$ cat config.mk
export PLATFORM = sky130hd
export DESIGN_NAME = stream_crossbar_rr
export DESIGN_NICKNAME = d
export VERILOG_FILES = /design/src/rtl/stream_crossbar_rr.sv
export SDC_FILE = /design/constraint.sdc
export NUM_CORES = 1
export LEC_CHECK = 0
export ABC_AREA = 1
export CAP_MARGIN = 10
export CORE_ASPECT_RATIO = 1.1
export CORE_UTILIZATION = 50
export DETAILED_ROUTE_END_ITERATION = 10
export PLACE_DENSITY = 0.75
export SYNTH_ARGS = -nofsm -noshare
export SYNTH_HDL_FRONTEND = slang
export SYNTH_SLANG_ARGS = --single-unit
$ cat constraint.sdc
create_clock -name clk -period 9.2 [get_ports clk]
set_clock_uncertainty 0.15 [all_clocks]
set_input_delay 0.92 -clock clk [delete_from_list [all_inputs] [get_ports clk]]
set_output_delay 0.92 -clock clk [all_outputs]
set_load 0.01 [all_outputs]
$ cat src/rtl/stream_crossbar_rr.sv
`default_nettype none
// +----------------------------------------------------------------------------+
// | Module      : stream_crossbar_rr                                           |
// | Description : Packet-aware stream crossbar with per-sink round-robin       |
// |               arbitration, packet locking and registered outputs.          |
// | Revision    : 1.0 - initial release                                        |
// +----------------------------------------------------------------------------+
module stream_crossbar_rr #(
    parameter int T_DATA_WIDTH = 8,
    parameter int S_DATA_COUNT = 5,
    parameter int M_DATA_COUNT = 3,
    parameter int T_ID___WIDTH = $clog2(S_DATA_COUNT),
    parameter int T_DEST_WIDTH = $clog2(M_DATA_COUNT)
) (
    input  logic                                 clk,
    input  logic                                 rst,
    input  logic [T_DATA_WIDTH*S_DATA_COUNT-1:0] s_data_i,
    input  logic [S_DATA_COUNT-1:0]              s_valid_i,
    input  logic [S_DATA_COUNT-1:0]              s_last_i,
    input  logic [T_DEST_WIDTH*S_DATA_COUNT-1:0] s_dest_i,
    output logic [S_DATA_COUNT-1:0]              s_ready_o,
    output logic [T_DATA_WIDTH*M_DATA_COUNT-1:0] m_data_o,
    output logic [M_DATA_COUNT-1:0]              m_valid_o,
    output logic [M_DATA_COUNT-1:0]              m_last_o,
    output logic [T_ID___WIDTH*M_DATA_COUNT-1:0] m_id_o,
    input  logic [M_DATA_COUNT-1:0]              m_ready_i,
    output logic [S_DATA_COUNT*M_DATA_COUNT-1:0] grant_o,
    output logic [S_DATA_COUNT-1:0]              err_o
);
    localparam int TW = T_DATA_WIDTH;
    localparam int S  = S_DATA_COUNT;
    localparam int M  = M_DATA_COUNT;
    localparam int IW = T_ID___WIDTH;
    localparam int DW = T_DEST_WIDTH;

    typedef enum logic [0:0] {
        ST_IDLE   = 1'b0,
        ST_LOCKED = 1'b1
    } state_t;

    state_t          state_q  [M];
    state_t          state_d  [M];
    logic [IW-1:0]   src_q    [M];
    logic [IW-1:0]   src_d    [M];
    logic [IW-1:0]   ptr_q    [M];
    logic [IW-1:0]   ptr_d    [M];
    logic [IW-1:0]   m_id_q   [M];
    logic [IW-1:0]   m_id_d   [M];
    logic [TW-1:0]   m_data_q [M];
    logic [TW-1:0]   m_data_d [M];
    logic [M-1:0]    m_valid_q, m_valid_d;
    logic [M-1:0]    m_last_q,  m_last_d;
    logic [M-1:0]    accept;
    logic [S-1:0]    src_locked;
    logic [S-1:0]    bad_dest;
    logic [S-1:0]    req      [M];

    // Source side: lock status, requests, bad-destination drop and ready.
    always_comb begin
        src_locked = '0;
        for (int i = 0; i < M; i++) begin
            for (int j = 0; j < S; j++) begin
                if (state_q[i] == ST_LOCKED && src_q[i] == IW'(j))
                    src_locked[j] = 1'b1;
            end
        end
        for (int j = 0; j < S; j++) begin
            bad_dest[j] = s_valid_i[j] && !src_locked[j] &&
                          (int'(s_dest_i[j*DW +: DW]) >= M);
        end
        for (int i = 0; i < M; i++) begin
            for (int j = 0; j < S; j++) begin
                req[i][j] = s_valid_i[j] && !src_locked[j] &&
                            (s_dest_i[j*DW +: DW] == DW'(i));
            end
        end
        s_ready_o = bad_dest;
        for (int i = 0; i < M; i++) begin
            if (state_q[i] == ST_LOCKED)
                s_ready_o[src_q[i]] = s_ready_o[src_q[i]] | !m_valid_q[i] | m_ready_i[i];
        end
        if (!rst)
            s_ready_o = '0;
        err_o = rst ? bad_dest : '0;
    end

    // Per-sink arbiter FSM and output register next state.
    always_comb begin
        logic found;
        int   idx;
        found     = 1'b0;
        idx       = 0;
        accept    = '0;
        m_valid_d = m_valid_q;
        m_last_d  = m_last_q;
        for (int i = 0; i < M; i++) begin
            state_d[i]  = state_q[i];
            src_d[i]    = src_q[i];
            ptr_d[i]    = ptr_q[i];
            m_data_d[i] = m_data_q[i];
            m_id_d[i]   = m_id_q[i];
            found       = 1'b0;
            accept[i]   = (state_q[i] == ST_LOCKED) && s_valid_i[src_q[i]] &&
                          (!m_valid_q[i] || m_ready_i[i]);
            case (state_q[i])
                ST_IDLE: begin
                    for (int k = 0; k < S; k++) begin
                        idx = (int'(ptr_q[i]) + k) % S;
                        if (!found && req[i][idx]) begin
                            found    = 1'b1;
                            src_d[i] = IW'(idx);
                        end
                    end
                    if (found)
                        state_d[i] = ST_LOCKED;
                end
                ST_LOCKED: begin
                    if (accept[i] && s_last_i[src_q[i]]) begin
                        state_d[i] = ST_IDLE;
                        ptr_d[i]   = (int'(src_q[i]) == S - 1) ? '0 : src_q[i] + 1'b1;
                    end
                end
                default: state_d[i] = ST_IDLE;
            endcase
            if (accept[i]) begin
                m_valid_d[i] = 1'b1;
                m_last_d[i]  = s_last_i[src_q[i]];
                m_data_d[i]  = s_data_i[int'(src_q[i])*TW +: TW];
                m_id_d[i]    = src_q[i];
            end else if (m_ready_i[i]) begin
                m_valid_d[i] = 1'b0;
            end
        end
    end

    always_ff @(posedge clk) begin
        if (!rst) begin
            m_valid_q <= '0;
            m_last_q  <= '0;
            for (int i = 0; i < M; i++) begin
                state_q[i]  <= ST_IDLE;
                src_q[i]    <= '0;
                ptr_q[i]    <= '0;
                m_data_q[i] <= '0;
                m_id_q[i]   <= '0;
            end
        end else begin
            m_valid_q <= m_valid_d;
            m_last_q  <= m_last_d;
            for (int i = 0; i < M; i++) begin
                state_q[i]  <= state_d[i];
                src_q[i]    <= src_d[i];
                ptr_q[i]    <= ptr_d[i];
                m_data_q[i] <= m_data_d[i];
                m_id_q[i]   <= m_id_d[i];
            end
        end
    end

    assign m_valid_o = m_valid_q;
    assign m_last_o  = m_last_q;

    generate
        for (genvar i = 0; i < M; i++) begin : g_sink
            assign m_data_o[i*TW +: TW] = m_data_q[i];
            assign m_id_o[i*IW +: IW]   = m_id_q[i];
            for (genvar j = 0; j < S; j++) begin : g_src
                assign grant_o[i*S + j] = (state_q[i] == ST_LOCKED) && (src_q[i] == IW'(j));
            end
        end
    endgenerate

endmodule
`default_nettype wire

==> results.json <==
{
  "status": "finished clean",
  "critPathTopFamily": "simple AND/OR/NAND/NOR gates",
  "worstRegToRegCells": 23,
  "crit_top_cell": "nand3_1",
  "vias_per_cell": 5.62,
  "ios": 129,
  "worst_hold_slack_ps": 333,
  "vias": 9360,
  "clkTransAtPathRegs_ps": 50,
  "insertedDiodeCount": 0,
  "cp_max_fo": 41,
  "layout_commonest_cell": "nand2_1",
  "cts.sink_count": 60,
  "drc_errors": 0,
  "die-area_sq_um": 16800,
  "ys_seq_area_share_pct": 14.7,
  "crit_cells": 21,
  "fin_tns_setup_ps": 0,
  "grt_use_total_pct": 31.4,
  "holdCritPathClass": "reg2reg",
  "cts_setup_buffers": 0,
  "max-slew-margin-rel_pct": 18.0,
  "ys_ff_latch": 60,
  "vdd.ir_drop.worst_uv": 178,
  "grt_overflow": 0,
  "synth-simple-area-share_pct": 36.9,
  "slowest_delay_ps": 560,
  "cp-end-kind": "primary output",
  "tightest_slew_ps": 1230,
  "multi_input_area_sq_um": 6000,
  "synth.cell_area_sq_um": 8150,
  "wl_per_cell_um": 15.7,
  "std_cell_rows": 48,
  "synth-compound-area-share_pct": 21.1,
  "p_per_area_nw_per_um2": 278,
  "ant_nets": 0,
  "cp_cell_sequence": "buf_4 -> inv_1 -> ha_1 -> nand2_1 -> o22ai_1 -> nor2_2 -> nand3_1 -> nand2_1 -> inv_1 -> nand3_1 -> nand2_1 -> nand3_1 -> nand3_1 -> nand3_1 -> nand2_1 -> nand3_1 -> nand3_1 -> nand3b_1 -> nor2_1 -> nor2_1 -> clkdlybuf4s50_1",
  "htreeDepth": 3,
  "r2r_slack_ps": 4270,
  "required_ps": 8130,
  "drive_gt1_share_pct": 7.71,
  "io_buffers": 128,
  "clkLatencyLatePin_ps": 330,
  "synth_edf_count": 0,
  "setup_viol": 0,
  "syn_nets": 1506,
  "syn_to_final_growth_pct": 20.8,
  "cts.path.max_buffers": 2,
  "yosysWarnings": 0,
  "critPathLaunch": "src_q[0][0]",
  "grt_setup_unrepaired": "false",
  "r2r_end": "src_q[0][1]",
  "path_buf_inv": 4,
  "core_area_sq_um": 15800,
  "synth_xor_area_share_pct": 2.72,
  "grt_pass1_wl_um": 41700,
  "cts_tree": "done",
  "place.detailed.hpwl_um": 20000,
  "critPathLaunchType": "register",
  "antenna_found_initial": 0,
  "drt-pass1-iter-count": 7,
  "routabilityCongestion": 0.952,
  "slew_violations": 0,
  "synth_cell_types": 58,
  "leakagePower_uw": 0.00471,
  "fillers": 1500,
  "cts_hold_buf": 0,
  "fin_nets": 1608,
  "die-width_um": 124,
  "async_reset_ff_share_pct": 0,
  "critical-path-slowest-cell": "clkdlybuf4s50_1",
  "drt_iter0_drc": 819,
  "avgSynthCellArea_sq_um": 6.00,
  "finalHoldViolCount": 0,
  "die_y_um": 136,
  "rr_startpoint": "ptr_q[0][0]",
  "period_share_pct": 59.1,
  "setup.worst_path.end": "s_ready_o[2]",
  "wirelength_um": 26200,
  "synthMuxAreaShare_pct": 0,
  "crit_arrival_ps": 4370,
  "grt_pass1_vias": 8353,
  "max_freq_ghz": 0.184,
  "synth_top_family_by_area": "simple AND/OR/NAND/NOR gates",
  "cts_resized": 0,
  "synth_fa_ha_area_share_pct": 12.8,
  "ff_latch_area_sq_um": 1200,
  "max_cap_violations": 0,
  "period_minus_slack_ps": 5440,
  "numCtsBuffers": 9,
  "initial_core_util_pct": 51.6,
  "final_cell_mix": "nand2_1, inv_1, nand3_1",
  "synthFlopType": "dfxtp_1",
  "critical_path_class": "reg2out",
  "syn_inst": 1359,
  "clk_root_buffer_cell": "clkbuf_16",
  "grt_max_degree": 45
}
[power breakdown]
| group | switching [uW] | internal, uW | leakage (uW) |
|---|---|---|---|
| sequential | 82.1 | 337 | 0.000491 |
| combinational | 1240 | 703 | 0.00406 |
| clock | 127 | 243 | 0.000159 |
| total | 1450 | 1280 | 0.00471 |
[how the worst min path moves through the flow]
stage                      from           to  depth (start not counted)
floorplan           m_last_o[1]  m_last_o[1]                          2
detailed placement  m_last_o[1]  m_last_o[1]                          2
finish              m_last_o[1]  m_last_o[1]                          2
global route        m_last_o[1]  m_last_o[1]                          2
global placement    m_last_o[1]  m_last_o[1]                          2
CTS                 m_last_o[1]  m_last_o[1]                          2
[synth_stat cells (2+ instances only)]
cell | number | area (sq um)
a41oi_1 | 22 | 193
nor2_1 | 83 | 312
xor2_1 | 12 | 105
nand3_1 | 137 | 686
buf_2 | 3 | 15.0
o21ai_1 | 13 | 65.1
nand4_1 | 19 | 119
a211oi_1 | 2 | 15.0
or2_2 | 6 | 37.5
and2_4 | 2 | 17.5
nand3_2 | 9 | 90.1
xnor2_1 | 4 | 35.0
clkinv_1 | 4 | 15.0
o21ai_0 | 102 | 510
a21oi_1 | 91 | 455
nor2_2 | 3 | 18.8
nor2_4 | 3 | 33.8
a21o_1 | 2 | 15.0
nand2_1 | 336 | 1260
o21ai_2 | 6 | 52.6
a21oi_2 | 7 | 61.3
buf_1 | 2 | 7.51
clkbuf_1 | 32 | 120
nand3b_1 | 9 | 67.6
o211ai_1 | 34 | 255
ha_1 | 80 | 1000
clkbuf_8 | 2 | 27.5
nor3_1 | 14 | 70.1
inv_1 | 187 | 702
inv_2 | 14 | 52.6
nand2_2 | 24 | 150
dfxtp_1 | 60 | 1200
nor3_2 | 6 | 60.1
fa_1 | 2 | 40.0
xor2_2 | 4 | 65.1
[state kept, by name, indices dropped and copies added (netlist names)]
| register | cells |
|---|---|
| m_last_o | 3 |
| m_data_q | 24 |
| m_valid_o | 3 |
| ptr_q | 9 |
| state_q | 3 |
| src_q | 9 |
| m_id_q | 9 |
[layout make-up]
type / count / share of cell area, %
Multi-Input combinational cell: 1053 / 60.9
Inverter: 205 / 7.81
Sequential cell: 60 / 12.2
Timing Repair Buffer: 132 / 13.3
Clock inverter: 5 / 0.762
Tap cell: 200 / 2.54
Clock buffer: 11 / 2.46
[routing by layer]
| layer | GRT usage, % | vias up | routed length [um] | share of wire (%) |
|---|---|---|---|---|
| li1 | - | 4708 | - | - |
| met5 | 0 | - | 0 | 0 |
| met4 | 11.7 | 0 | 697 | 2.7 |
| met1 | 42.1 | 4201 | 11400 | 44 |
| met3 | 3.40 | 60 | 1990 | 7.6 |
| met2 | 51.4 | 391 | 12100 | 46 |
[worst min-delay path, cell delays in order, from the launching register on]
cell     delay [ps]
dfxtp_1         310
nand2_1          60
a21oi_1          60
[through the flow]
step | cells | cell area [sq um] | setup slack (ps) | util, % | total power [uW]
2_1_floorplan | 1359 | 8150 | 5180 | - | 1840
3_5_place_dp | 1650 | 9530 | 4210 | 60.3 | 2340
4_1_cts | 1666 | 9850 | 3850 | 62.3 | 2720
5_1_grt | 1666 | 9850 | 3400 | 62.3 | 3010
6_report | 1666 | 9850 | 3760 | 62.3 | 2740
3_3_place_gp | 1650 | 9530 | 4210 | 60.3 | 2310
[kinds of logic (layout without fill, tap and decap cells)]
logic type | count (synthesis) | count (layout)
AO/OA/AOI/OAI | 290 | 290
XOR/XNOR | 21 | 21
adder cells (fa/ha/maj) | 82 | 82
buffers and inverters | 246 | 353
flip-flops | 60 | 60
AND/OR/NAND/NOR | 660 | 660
No activity file was read; power rests on OpenSTA's default activity.
==> edit, RTL diff (same settings) <==
`M_DATA_COUNT`: 3 -> 2.
--- a/src/rtl/stream_crossbar_rr.sv
+++ b/src/rtl/stream_crossbar_rr.sv
@@ -8,7 +8,7 @@
 module stream_crossbar_rr #(
     parameter int T_DATA_WIDTH = 8,
     parameter int S_DATA_COUNT = 5,
-    parameter int M_DATA_COUNT = 3,
+    parameter int M_DATA_COUNT = 2,
     parameter int T_ID___WIDTH = $clog2(S_DATA_COUNT),
     parameter int T_DEST_WIDTH = $clog2(M_DATA_COUNT)
 ) (
Ports: changed (7 resized); port bits go from 129 to 105. The function was not compared with the original's and may differ.
==> edit against the original RTL <==
- sequential cell count down 20
- area after synthesis is 34% lower
- worst setup slack gained 510 ps
- worst hold slack got worse by 36 ps
- wire length fell by 40%
- total power decreased by 28%
- cell area down 33%
- count of clock-buffer cells in the layout down 6
- critical path depth shrank 17
- maximum frequency is 10% higher
- critical endpoint unchanged
- largest cell class unchanged
==> edit: results (changes against the original RTL) <==
Parameter                              Value

Run status
  Run status ... complete, no violations

Worst setup path
  Critical register-to-register path startpoint ... ptr_q[0][0]
  Worst endpoint data arrival time ... 3860 ps (-510 ps)
  Worst setup slack for register-to-register paths ... 5010 ps (+740 ps)
  CP Max Fanout ... 25 (-39%)
  Top Family by Delay on Critical Path ... buffers and inverters
  Reg2reg end ... src_q[0][0]
  R2R cell count ... 25 (+8.7%)
  Slowest Stage Delay on Critical Path ... 960 ps (+400 ps)

Place
  Post-detailed-placement cell area ... 0.00642 sq mm (-33%)
  Port buffer count ... 99 (-23%)
  Worst setup slack after placement ... 4310 ps (+98.9 ps)
  GPL Wtd Cong ... 0.879 (-7.6%)
  Post-DP HPWL ... 12.1 mm (-40%)

Finish
  Biggest register ... m_data_q
  Flip-flop count of the largest register after layout ... 16 (-33%)
  Summed area of non-filler cells in the final layout ... 0.00659 sq mm (-33%)
  Share of layout cells above drive strength 1 ... 8.23% (+0.52 points)
  Final-layout fill cell count ... 1,033 (-31%)
  Net count of the finished layout ... 1,088 (-32%)
  Number of diodes added for antenna fixing ... 0 (unchanged)

GRT
  First-pass GRT wire length ... 26.1 mm (-37%)
  Overall Global Routing Usage ... 28.7% (-2.7 points)
  Number of global-route vias before repair ... 5,581 (-33%)
  Maximum number of pins on one net before global-route repair ... 48 (+6.7%)

Clock network
  Buffer count from post-CTS setup fixing ... 0 (unchanged)
  Clock insertion delay at the later pin of the skew report ... 290 ps (-40 ps)
  Inserted Clock Buffers ... 5 (-4)
  Clock-pin slew on the worst setup and hold paths ... 60 ps
  Number of levels the H-tree was split into ... 2 (-1)

STA
  Slew at the pin with the worst max-slew slack ... 1080 ps (-142 ps)
  Fin Hold WS ... 297 ps (-36.0 ps)

Logic synthesis
  Number of flops mapped to enable cells by yosys ... 0 (unchanged)
  Commonest cells in the synthesized netlist ... 240 x sky130_fd_sc_hd__nand2_1, 124 x sky130_fd_sc_hd__inv_1, 85 x sky130_fd_sc_hd__nand3_1
  Share of the yosys chip area belonging to registers ... 14.9% (+0.21 points)
  Most used flip-flop cell after synthesis ... sky130_fd_sc_hd__dfxtp_1
  Leading post-synthesis cells by cell area ... sky130_fd_sc_hd__nand2_1 17%, sky130_fd_sc_hd__dfxtp_1 15%, sky130_fd_sc_hd__ha_1 11%, sky130_fd_sc_hd__inv_1 8.7%, sky130_fd_sc_hd__nand3_1 7.9%
  Distinct cell type count of the synthesized netlist ... 44 (-24%)
  Yosys warning total ... 0 (unchanged)
  Synthesized area per cell ... 5.96 sq um (-0.72%)

Pwr
  Peak supply drop ... 0.135 mV (-24%)
  Total leakage power ... 3.06 nW (-35%)

Route
  Number of vias after detailed routing ... 6,012 (-36%)
  Routed wirelength normalized by instance count ... 13.9 microns (-12%)
  Pre-antenna DRT Iters ... 5 (-2)
  DR iter-0 viols ... 421 (-49%)
  Vias per inst ... 5.33 (-5.1%)

Hold path
  Hold crit path type ... register to register
  Capture endpoint of the worst hold path ... m_id_q[0][3]
  Min-delay src ... m_id_q[0][3]
[edit: routing by layer]
layer | vias up | part of all wire (%) | global-route usage [%]
li1 | 3119 | - | -
met1 | 2660 | 46 | 38.8
met2 | 196 | 45 | 46.4
met3 | 37 | 6.1 | 3.61
met4 | 0 | 2.9 | 10.5
met5 | - | 0 | 0
[edit: cell type report]
type	instances	share of cell area [%]
clock buffers	5	1.90
clock inverters	3	0.703
inverters	138	7.86
multi-input cells	695	59.2
flip-flops and latches	40	12.2
well taps	143	2.72
repair buffers	103	15.5
[edit: cells by family (layout without fill, tap and decap cells)]
kind of cell	Yosys count	in the layout	synth area share, %
and+or+nand+nor	451	451	38.2
AOI/OAI and AO/OA	180	180	21.0
buffers and inverters	169	249	12.6
adders and majority gates	46	46	10.7
DFF	40	40	14.9
xor gates and xnor gates	13	13	2.40
other	1	5	0.0699
[edit: how the worst max path moves through the flow]
stage                   end  slack, ps         from  depth (start not counted)
2_1_floorplan   src_q[0][0]       5690  ptr_q[0][0]                         27
3_3_place_gp   s_ready_o[2]       4320          rst                          4
3_5_place_dp   s_ready_o[2]       4310          rst                          4
4_1_cts        s_ready_o[2]       4320          rst                          4
5_1_grt        s_ready_o[3]       4080          rst                          4
6_report       s_ready_o[2]       4270          rst                          4
[edit: tightest hold or removal path, cell delays in order, from the launching register on]
cell,delay [ps]
sky130_fd_sc_hd__dfxtp_1,310
sky130_fd_sc_hd__inv_1,50
sky130_fd_sc_hd__a21oi_1,50
[edit: power breakdown]
group | internal, mW | switching, mW | leakage [nW]
registers | 0.231 | 0.0617 | 0.327
clock network | 0.129 | 0.0784 | 0.0804
logic | 0.538 | 0.943 | 2.65
